--- src/rtl/mem_arb_pkg.sv ---
// rtl/mem_arb_pkg.sv - shared encodings and defaults for the unified memory arbiter
package mem_arb_pkg;

  localparam int DEF_ADDR_W = 8;
  localparam logic [3:0] WE_NONE = 4'b0000;

  typedef enum logic [1:0] {
    IDLE  = 2'd0,
    I_ACC = 2'd1,
    D_ACC = 2'd2
  } arb_state_t;

endpackage

--- src/rtl/arb_starve_ctr.sv ---
// rtl/arb_starve_ctr.sv - saturating count of consecutive D grants made over a waiting I request
module arb_starve_ctr
  import mem_arb_pkg::*;
#(
  parameter int MAX = 4,
  localparam int W = $clog2(MAX + 1)
) (
  input  logic         clk,
  input  logic         rst,
  input  logic         inc,
  input  logic         clr,
  output logic [W-1:0] count,
  output logic         sat
);

  assign sat = (count == W'(MAX));

  // clear wins over increment; increment stops at MAX
  always_ff @(posedge clk or negedge rst) begin
    if (!rst) begin
      count <= '0;
    end else if (clr) begin
      count <= '0;
    end else if (inc && !sat) begin
      count <= count + 1'b1;
    end
  end

endmodule

--- src/rtl/unified_mem_arbiter.sv ---
// rtl/unified_mem_arbiter.sv - shares one synchronous RAM between the fetch and data ports
module unified_mem_arbiter
  import mem_arb_pkg::*;
#(
  parameter int ADDR_W       = DEF_ADDR_W,
  parameter int MAX_D_STREAK = 4
) (
  input  logic              clk,
  input  logic              rst,
  input  logic              i_req,
  input  logic [31:0]       i_addr,
  input  logic              i_cancel,
  output logic [31:0]       i_rdata,
  output logic              i_valid,
  output logic              i_stall,
  input  logic              d_req,
  input  logic [3:0]        d_we,
  input  logic [31:0]       d_addr,
  input  logic [31:0]       d_wdata,
  output logic [31:0]       d_rdata,
  output logic              d_valid,
  output logic              d_stall,
  output logic              mem_en,
  output logic [3:0]        mem_we,
  output logic [ADDR_W-1:0] mem_addr,
  output logic [31:0]       mem_wdata,
  input  logic [31:0]       mem_rdata
);

  localparam int SW = $clog2(MAX_D_STREAK + 1);

  arb_state_t    state;
  logic          grant_d;
  logic          grant_i;
  logic          streak_inc;
  logic          streak_clr;
  logic          streak_sat;
  logic [SW-1:0] streak;
  logic          i_valid_q;
  logic [31:0]   i_cap;
  logic [31:0]   i_rdata_q;
  logic          i_deliver;
  logic          unused_addr_bits;

  // byte-offset and above-RAM address bits carry no meaning here
  assign unused_addr_bits = ^{i_addr[31:ADDR_W+2], i_addr[1:0],
                              d_addr[31:ADDR_W+2], d_addr[1:0]};

  // D wins ties unless I has been passed over MAX_D_STREAK times in a row
  assign grant_d = (state == IDLE) && d_req && !(i_req && streak_sat);
  assign grant_i = (state == IDLE) && i_req && !grant_d;

  assign streak_inc = grant_d && i_req;
  assign streak_clr = grant_i || ((state == IDLE) && !i_req);

  arb_starve_ctr #(
    .MAX (MAX_D_STREAK)
  ) u_starve (
    .clk   (clk),
    .rst   (rst),
    .inc   (streak_inc),
    .clr   (streak_clr),
    .count (streak),
    .sat   (streak_sat)
  );

  // RAM request is steered from the winner in the arbitration cycle; silenced in reset
  always_comb begin
    mem_en    = 1'b0;
    mem_we    = WE_NONE;
    mem_addr  = '0;
    mem_wdata = '0;
    if (rst) begin
      if (grant_d) begin
        mem_en    = 1'b1;
        mem_we    = d_we;
        mem_addr  = d_addr[ADDR_W+1:2];
        mem_wdata = d_wdata;
      end else if (grant_i) begin
        mem_en    = 1'b1;
        mem_addr  = i_addr[ADDR_W+1:2];
      end
    end
  end

  // access sequencer: grant in IDLE, capture read data in the ACC cycle, pulse valid on return
  always_ff @(posedge clk or negedge rst) begin
    if (!rst) begin
      state     <= IDLE;
      i_valid_q <= 1'b0;
      d_valid   <= 1'b0;
      i_cap     <= '0;
      d_rdata   <= '0;
    end else begin
      i_valid_q <= 1'b0;
      d_valid   <= 1'b0;
      case (state)
        IDLE: begin
          if (grant_d) begin
            state <= D_ACC;
          end else if (grant_i) begin
            state <= I_ACC;
          end
        end
        I_ACC: begin
          state <= IDLE;
          // a flush during the access drops the fetch; the RAM read is simply discarded
          if (!i_cancel) begin
            i_cap     <= mem_rdata;
            i_valid_q <= 1'b1;
          end
        end
        D_ACC: begin
          state   <= IDLE;
          d_rdata <= mem_rdata;
          d_valid <= 1'b1;
        end
        default: state <= IDLE;
      endcase
    end
  end

  // a flush arriving in the valid cycle itself still kills the fetch and keeps the old word
  assign i_deliver = i_valid_q && !i_cancel;
  assign i_valid   = i_deliver;
  assign i_rdata   = i_deliver ? i_cap : i_rdata_q;

  // last delivered instruction, held while a fetch is cancelled
  always_ff @(posedge clk or negedge rst) begin
    if (!rst) begin
      i_rdata_q <= '0;
    end else if (i_deliver) begin
      i_rdata_q <= i_cap;
    end
  end

  assign i_stall = i_req && !i_valid;
  assign d_stall = d_req && !d_valid;

endmodule
--- config.mk ---
export PLATFORM = sky130hd
export DESIGN_NAME = unified_mem_arbiter
export DESIGN_NICKNAME = d
export VERILOG_FILES = /design/src/rtl/mem_arb_pkg.sv /design/src/rtl/arb_starve_ctr.sv /design/src/rtl/unified_mem_arbiter.sv
export SDC_FILE = /design/constraint.sdc
export NUM_CORES = 1
export LEC_CHECK = 0
export CAP_MARGIN = 20
export CORE_ASPECT_RATIO = 0.75
export CORE_MARGIN = 2
export CORE_UTILIZATION = 35
export CTS_BUF_LIST = sky130_fd_sc_hd__clkbuf_16
export DETAILED_ROUTE_END_ITERATION = 12
export GPL_TIMING_DRIVEN = 0
export HOLD_SLACK_MARGIN = 0.1
export PLACE_DENSITY = 0.78
export SLEW_MARGIN = 20
export SYNTH_ARGS = -nofsm -noshare
export SYNTH_HDL_FRONTEND = slang
export SYNTH_SLANG_ARGS = --single-unit
--- constraint.sdc ---
create_clock -name clk -period 1.7 [get_ports clk]
set_input_delay 0.34 -clock clk [delete_from_list [all_inputs] [get_ports clk]]
set_output_delay 0.34 -clock clk [all_outputs]
set_load 0.05 [all_outputs]
# Word level (Yosys, flattened, before mapping)
# Index checks and enable logic that the tools add are counted.
word_totals:
  ff_bits: 103
op_classes:
  addsub: 1
  n_eq_ne: 4
  mux: 19
  bitwise_logic: 1
  n_reduce_logical: 22
ops:
  columns: ["op", "count"]
  rows:
  - ["$mux W32", 3]
  - ["$mux W8", 3]
  - ["$logic_and A1 B1 Y1", 11]
  - ["$mux W4", 2]
  - ["$logic_not A1 Y1", 7]
  - ["$mux W1", 6]
  - ["$mux W2", 3]
  - ["$mux W3", 2]
  - ["$add A3 B1 Y3 const B", 1]
  - ["$eq A3 B3 Y1 const B", 1]
  - ["$ne A3 B3 Y1 const B", 1]
  - ["$eq A2 B1 Y1 const B", 1]
  - ["$eq A2 B2 Y1 const B", 1]
  - ["$logic_not A2 Y1", 1]
  - ["$reduce_and A2 Y1", 1]
  - ["$reduce_bool A2 Y1", 1]
  - ["$logic_or A1 B1 Y1", 1]
  - ["$not A1 Y1", 1]

# Logic depth before layout (Yosys ltp)
depth:
  depth_word: 9
  ltp_mapped: 7
  depth_no_buf: 5

# Cells and area by module
# From an unflattened synthesis, not the netlist that was laid out.
unflattened:
  cells_unflattened: 290
  hier_area_um2: 4296.6
modules_own_cells:
  columns: ["module", "n_inst", "cells_each", "area_per_inst_um2", "seq_area_each_um2"]
  rows:
  - ["unified_mem_arbiter", 1, 272, 4103.9, 2502.4]
  - ["arb_starve_ctr", 1, 18, 192.7, 75.1]

# Worst setup path after synthesis
# Ideal clock, no wire load.
synth_path:
  path_kind: "flip-flop to output port"
  startpoint: "register u_starve.count[0]"
  endpoint: "output port mem_addr[0]"
  t_arrival_ps: 1944
  path_slack_ps: -584
  path_stages_with_launch: 7
  path_buffers: 1
  cell_sequence: "dfrtp_1 > inv_1 > ha_1 > nand3_1 > nand3_1 > buf_2 > mux2i_1"
synth_between:
  elab_chain_cells: 9
synth_rtl:
  columns: ["item", "line", "source"]
  rows:
  - ["start: declaration", "arb_starve_ctr.sv:12", "output logic [W-1:0] count,"]
  - ["start signal: assignment", "arb_starve_ctr.sv:25", "count <= count + 1'b1;"]
  - ["$eq A3 B3 Y1 (*)", "arb_starve_ctr.sv:16", "assign sat = (count == W'(MAX));"]
  - ["$logic_and A1 B1 Y1 (*)", "unified_mem_arbiter.sv:50", "assign grant_d = (state == IDLE) && d_req && !(i_req && streak_sat);"]
  - ["$logic_not A1 Y1 (*)", "unified_mem_arbiter.sv:50", null]
  - ["$logic_and A1 B1 Y1 (*)", "unified_mem_arbiter.sv:50", null]
  - ["$logic_not A1 Y1", "unified_mem_arbiter.sv:51", "assign grant_i = (state == IDLE) && i_req && !grant_d;"]
  - ["$logic_and A1 B1 Y1", "unified_mem_arbiter.sv:51", null]
  - ["$mux W8", "unified_mem_arbiter.sv:79", "end else if (grant_i) begin"]
  - ["$mux W8 (*)", "unified_mem_arbiter.sv:74", "if (grant_d) begin"]
  - ["$mux W8 (*)", "unified_mem_arbiter.sv:73", "if (rst) begin"]
  - ["end: declaration", "unified_mem_arbiter.sv:25", "output logic [ADDR_W-1:0] mem_addr,"]
# Every way passes the cells marked *; elsewhere a longest branch is shown, timed or not.

# Worst setup path after layout
layout_path:
  startpoint: "register u_starve.count[1]"
  endpoint: "output port mem_wdata[3]"
layout_between:
  elab_chain_cells: 6
layout_rtl:
  columns: ["item", "line", "source"]
  rows:
  - ["$eq A3 B3 Y1", "arb_starve_ctr.sv:16", null]
  - ["$logic_and A1 B1 Y1", "unified_mem_arbiter.sv:50", null]
  - ["$logic_not A1 Y1", "unified_mem_arbiter.sv:50", null]
  - ["$logic_and A1 B1 Y1", "unified_mem_arbiter.sv:50", null]
  - ["$mux W32", "unified_mem_arbiter.sv:74", null]
  - ["$mux W32", "unified_mem_arbiter.sv:73", null]
  - ["end: declaration", "unified_mem_arbiter.sv:26", "output logic [31:0] mem_wdata,"]
# Every way passes these cells.

==> impl_metrics.yaml <==
sta:
  hold_ws_ns: 0.498
  period_needed_ns: 2.17
  timing.final.hold_violations: 0
  layout_setup_ws_ns: -0.472
  setup-violations-final: 78
  final_max_slew_viol_count: 0
  period_share_pct: 128
  grt_setup_unrepaired: "true"
  max_clock_freq_ghz: 0.460
  relSlewSlack_pct: 65.6
  fin_skew_ns: 0.00999
  tightestPinTransition_ns: 0.518
drt:
  firstDrtPassIters: 5
  final_antenna_net_count: 0
  detailedRoute.firstIterationViolations: 74
  post-route-drc-count: 0
  wl_mm: 13.0
  route.detailed.vias_per_inst: 4.58
  routed-via-count: 3317
  wire_length_per_cell_after_detailed_routing_um: 17.9
setup_path:
  cp_max_fo: 8
  timing_worst_setup_path_type: "register to output port"
  required_ns: 1.36
  timing.critical_path.cells: "inv_2 > ha_4 > nand3_4 > and4_4 > buf_8 > buf_4 > and2_4 > buf_8"
  worstSetupStartpointType: "register"
  critPathSlowestCell: "dfrtp_1"
  data_arrival_critical_path_ns: 1.83
  path_depth_of_the_worst_reg2reg_path: 5
  crit_path_max_incr_delay_ns: 0.36
  cp_common_cell: "buf_8"
  setup.worst_path.end_class: "output port"
clock_network:
  root_buffer: "clkbuf_16"
  cts_h_tree_depth: 3
  cts_inserted_buffers: 9
  clock-sinks: 103
  tritoncts_clock_tree: "yes"
  clk_buf_depth: 2
  clk_latency_ns: 0.34
  clk_pin_slew_ns: 0.07
floorplanning:
  initial_core_util_pct: 35.9
  die_width_um: 133
  die_ar_sq_um: 13500
  placeable_core_region_sq_um: 12300
  io_pins: 250
  placementRows: 35
  die_extent_in_y_um: 101
place:
  routability_congestion_estimate: 0.755
  numPortBuffers: 201
  hpwl_mm: 8.51
  dp.cells: 673
  post-place-ws_ns: -1.23
global_routing:
  globalRoute.totalOverflow: 0
  grt_antenna_before_repair: 0
  grt_start_max_net_pins: 59
  first_global_vias: 3547
  first_pass_grt_wire_length_mm: 19.4
  groute.usage.overall_pct: 18.8
finish:
  final_net_count: 692
  layout_cells_sized_above_1_pct: 54.1
  num_antenna_cells: 0
  fillCellCount: 891
  layout.cells.non_filler: 724
  area_delta_synth_final_pct: 85.1
  finish.utilization_pct: 66.4
logic_synthesis:
  ys_async_sr_fraction_pct: 100
  yosys_most_used_dff: "dfrtp_1"
  number_of_flip_flops_and_latches_in_the_synthesized_netlist: 103
  syn-num-nets: 444
  number_of_synthesized_flops_with_an_enable_pin: 0
  postSynthAreaPerCell_sq_um: 14.4
  synth.yosys.warnings: 0
  synth_cells: 305
  synthesis.area_sq_um: 4400
  synth.lib_cells_used.distinct: 24
  yosysSeqAreaShare_pct: 58.6
power:
  power_w: 0.0131
  power_density_nw_per_um2: 1610
  leakage_nw: 3.68
  peakVddDrop_v: 0.00116
run_status:
  run_status: "finished with violations"
  violations: "negative setup slack"
run:
  drv_cap: 0
hold_path:
  hold_depth: 1
  hold_class: "register to register"
-- flip-flops by register name, summed over array words and instances, names as in the netlist --
register and cells:
i_cap 32, state 2, d_rdata 32, i_valid_q 1
u_starve.count 3, d_valid 1, i_rdata_q 32
-- cells by family after synthesis --
| group | share of synthesized area [%] |
|---|---|
| buf+inv | 3.81 |
| mux | 27.2 |
| fa+ha+maj | 0.569 |
| compound gates | 0.626 |
| flops | 58.6 |
| simple gates | 9.16 |
-- through the flow --
step                cell area (sq um)  setup TNS, ns
finish                           8140         -28.22
global route                     8140         -34.05
CTS                              7940         -32.24
detailed placement               6830        -106.22
global placement                 6800        -626.49
floorplan                        4580          -1.79
-- cell usage after synthesis (2+ instances only) --
library cell	number	share of area [%]
ha_1	2	0.57
buf_6	10	2.6
mux2_4	10	3.4
nor2b_1	3	0.43
mux2i_1	8	1.8
buf_2	8	0.91
and2_1	36	5.1
inv_1	4	0.34
o22ai_1	2	0.28
o21ai_0	2	0.23
dfrtp_1	103	59
nand2_1	19	1.6
nand3_1	2	0.23
mux2_2	86	22
-- routing by layer --
| metal | global-route usage [%] | share of wire, % | vias up |
|---|---|---|---|
| met5 | 0 | 0 | - |
| met4 | 4.66 | 0.90 | 0 |
| met3 | 6.89 | 7.8 | 8 |
| met2 | 32.6 | 50 | 127 |
| met1 | 22.3 | 41 | 1648 |
| li1 | - | - | 1534 |
-- critical path: cells and delay by family, from the launching register on --
kind,cells,cell delay (ns)
adders and majority gates,1,0.17
DFF,1,0.36
buffers and inverters,4,0.48
and+or+nand+nor,3,0.49
-- final cells by class --
type / count / area, sq um / area share, %
clock inverter: 7 / 141 / 1.74
buffer: 15 / 181 / 2.23
timing repair buffer: 240 / 2780 / 34.1
sequential: 103 / 2580 / 31.7
inverter: 4 / 15.0 / 0.184
multi-input combinational: 180 / 2010 / 24.7
tap: 166 / 208 / 2.55
clock buffer: 9 / 225 / 2.77
-- placed cells by master (no fill, tap or decap), drive strengths merged, types with 3 or more instances in the layout --
| cell type | netlist | routed |
|---|---|---|
| buf | 18 | 134 |
| dfrtp | 103 | 103 |
| mux2i | 8 | 8 |
| nand2 | 19 | 19 |
| clkbuf | 0 | 9 |
| and2 | 36 | 36 |
| dlygate4sd2 | 0 | 35 |
| bufinv | 0 | 4 |
| clkdlybuf4s50 | 0 | 85 |
| nor2b | 3 | 3 |
| inv | 4 | 7 |
| mux2 | 96 | 96 |
-- what timing repair did --
item / 4_1_cts / 5_1_grt
pin swaps: 8 / 29
resized for setup: 710 / 72
hold buffers: 2 / 0
setup endpoints to repair: 113 / 92
gates cloned: 5 / 2
buffers inserted: 18 / 17
endpoints found under the hold margin: 45 / 0
-- path summary, 6_finish.rpt --
path / startpoint / end / slack, ns
worst max-delay path: u_starve.count[1]$_DFFE_PN0P_ / mem_wdata[3] / -0.47
worst min-delay path: d_rdata[16]$_DFFE_PN0P_ / d_rdata[16]$_DFFE_PN0P_ / 0.50
worst max register to register: state[1]$_DFFE_PN0P_ / i_cap[11]$_DFFE_PN0P_ / 0.14
worst min register to register: d_rdata[16]$_DFFE_PN0P_ / d_rdata[16]$_DFFE_PN0P_ / 0.50
max in group asynchronous: rst / i_rdata_q[26]$_DFF_PN0_ / 0.70
min in group asynchronous: rst / d_rdata[15]$_DFFE_PN0P_ / 0.72
-- power breakdown --
group | switching, W | total, W | internal [W]
registers | 0.000406 | 0.00381 | 0.00340
logic | 0.00378 | 0.00679 | 0.00301
clock network | 0.000906 | 0.00250 | 0.00159
total | 0.00510 | 0.0131 | 0.00800
(Power assumes the default switching activity.)
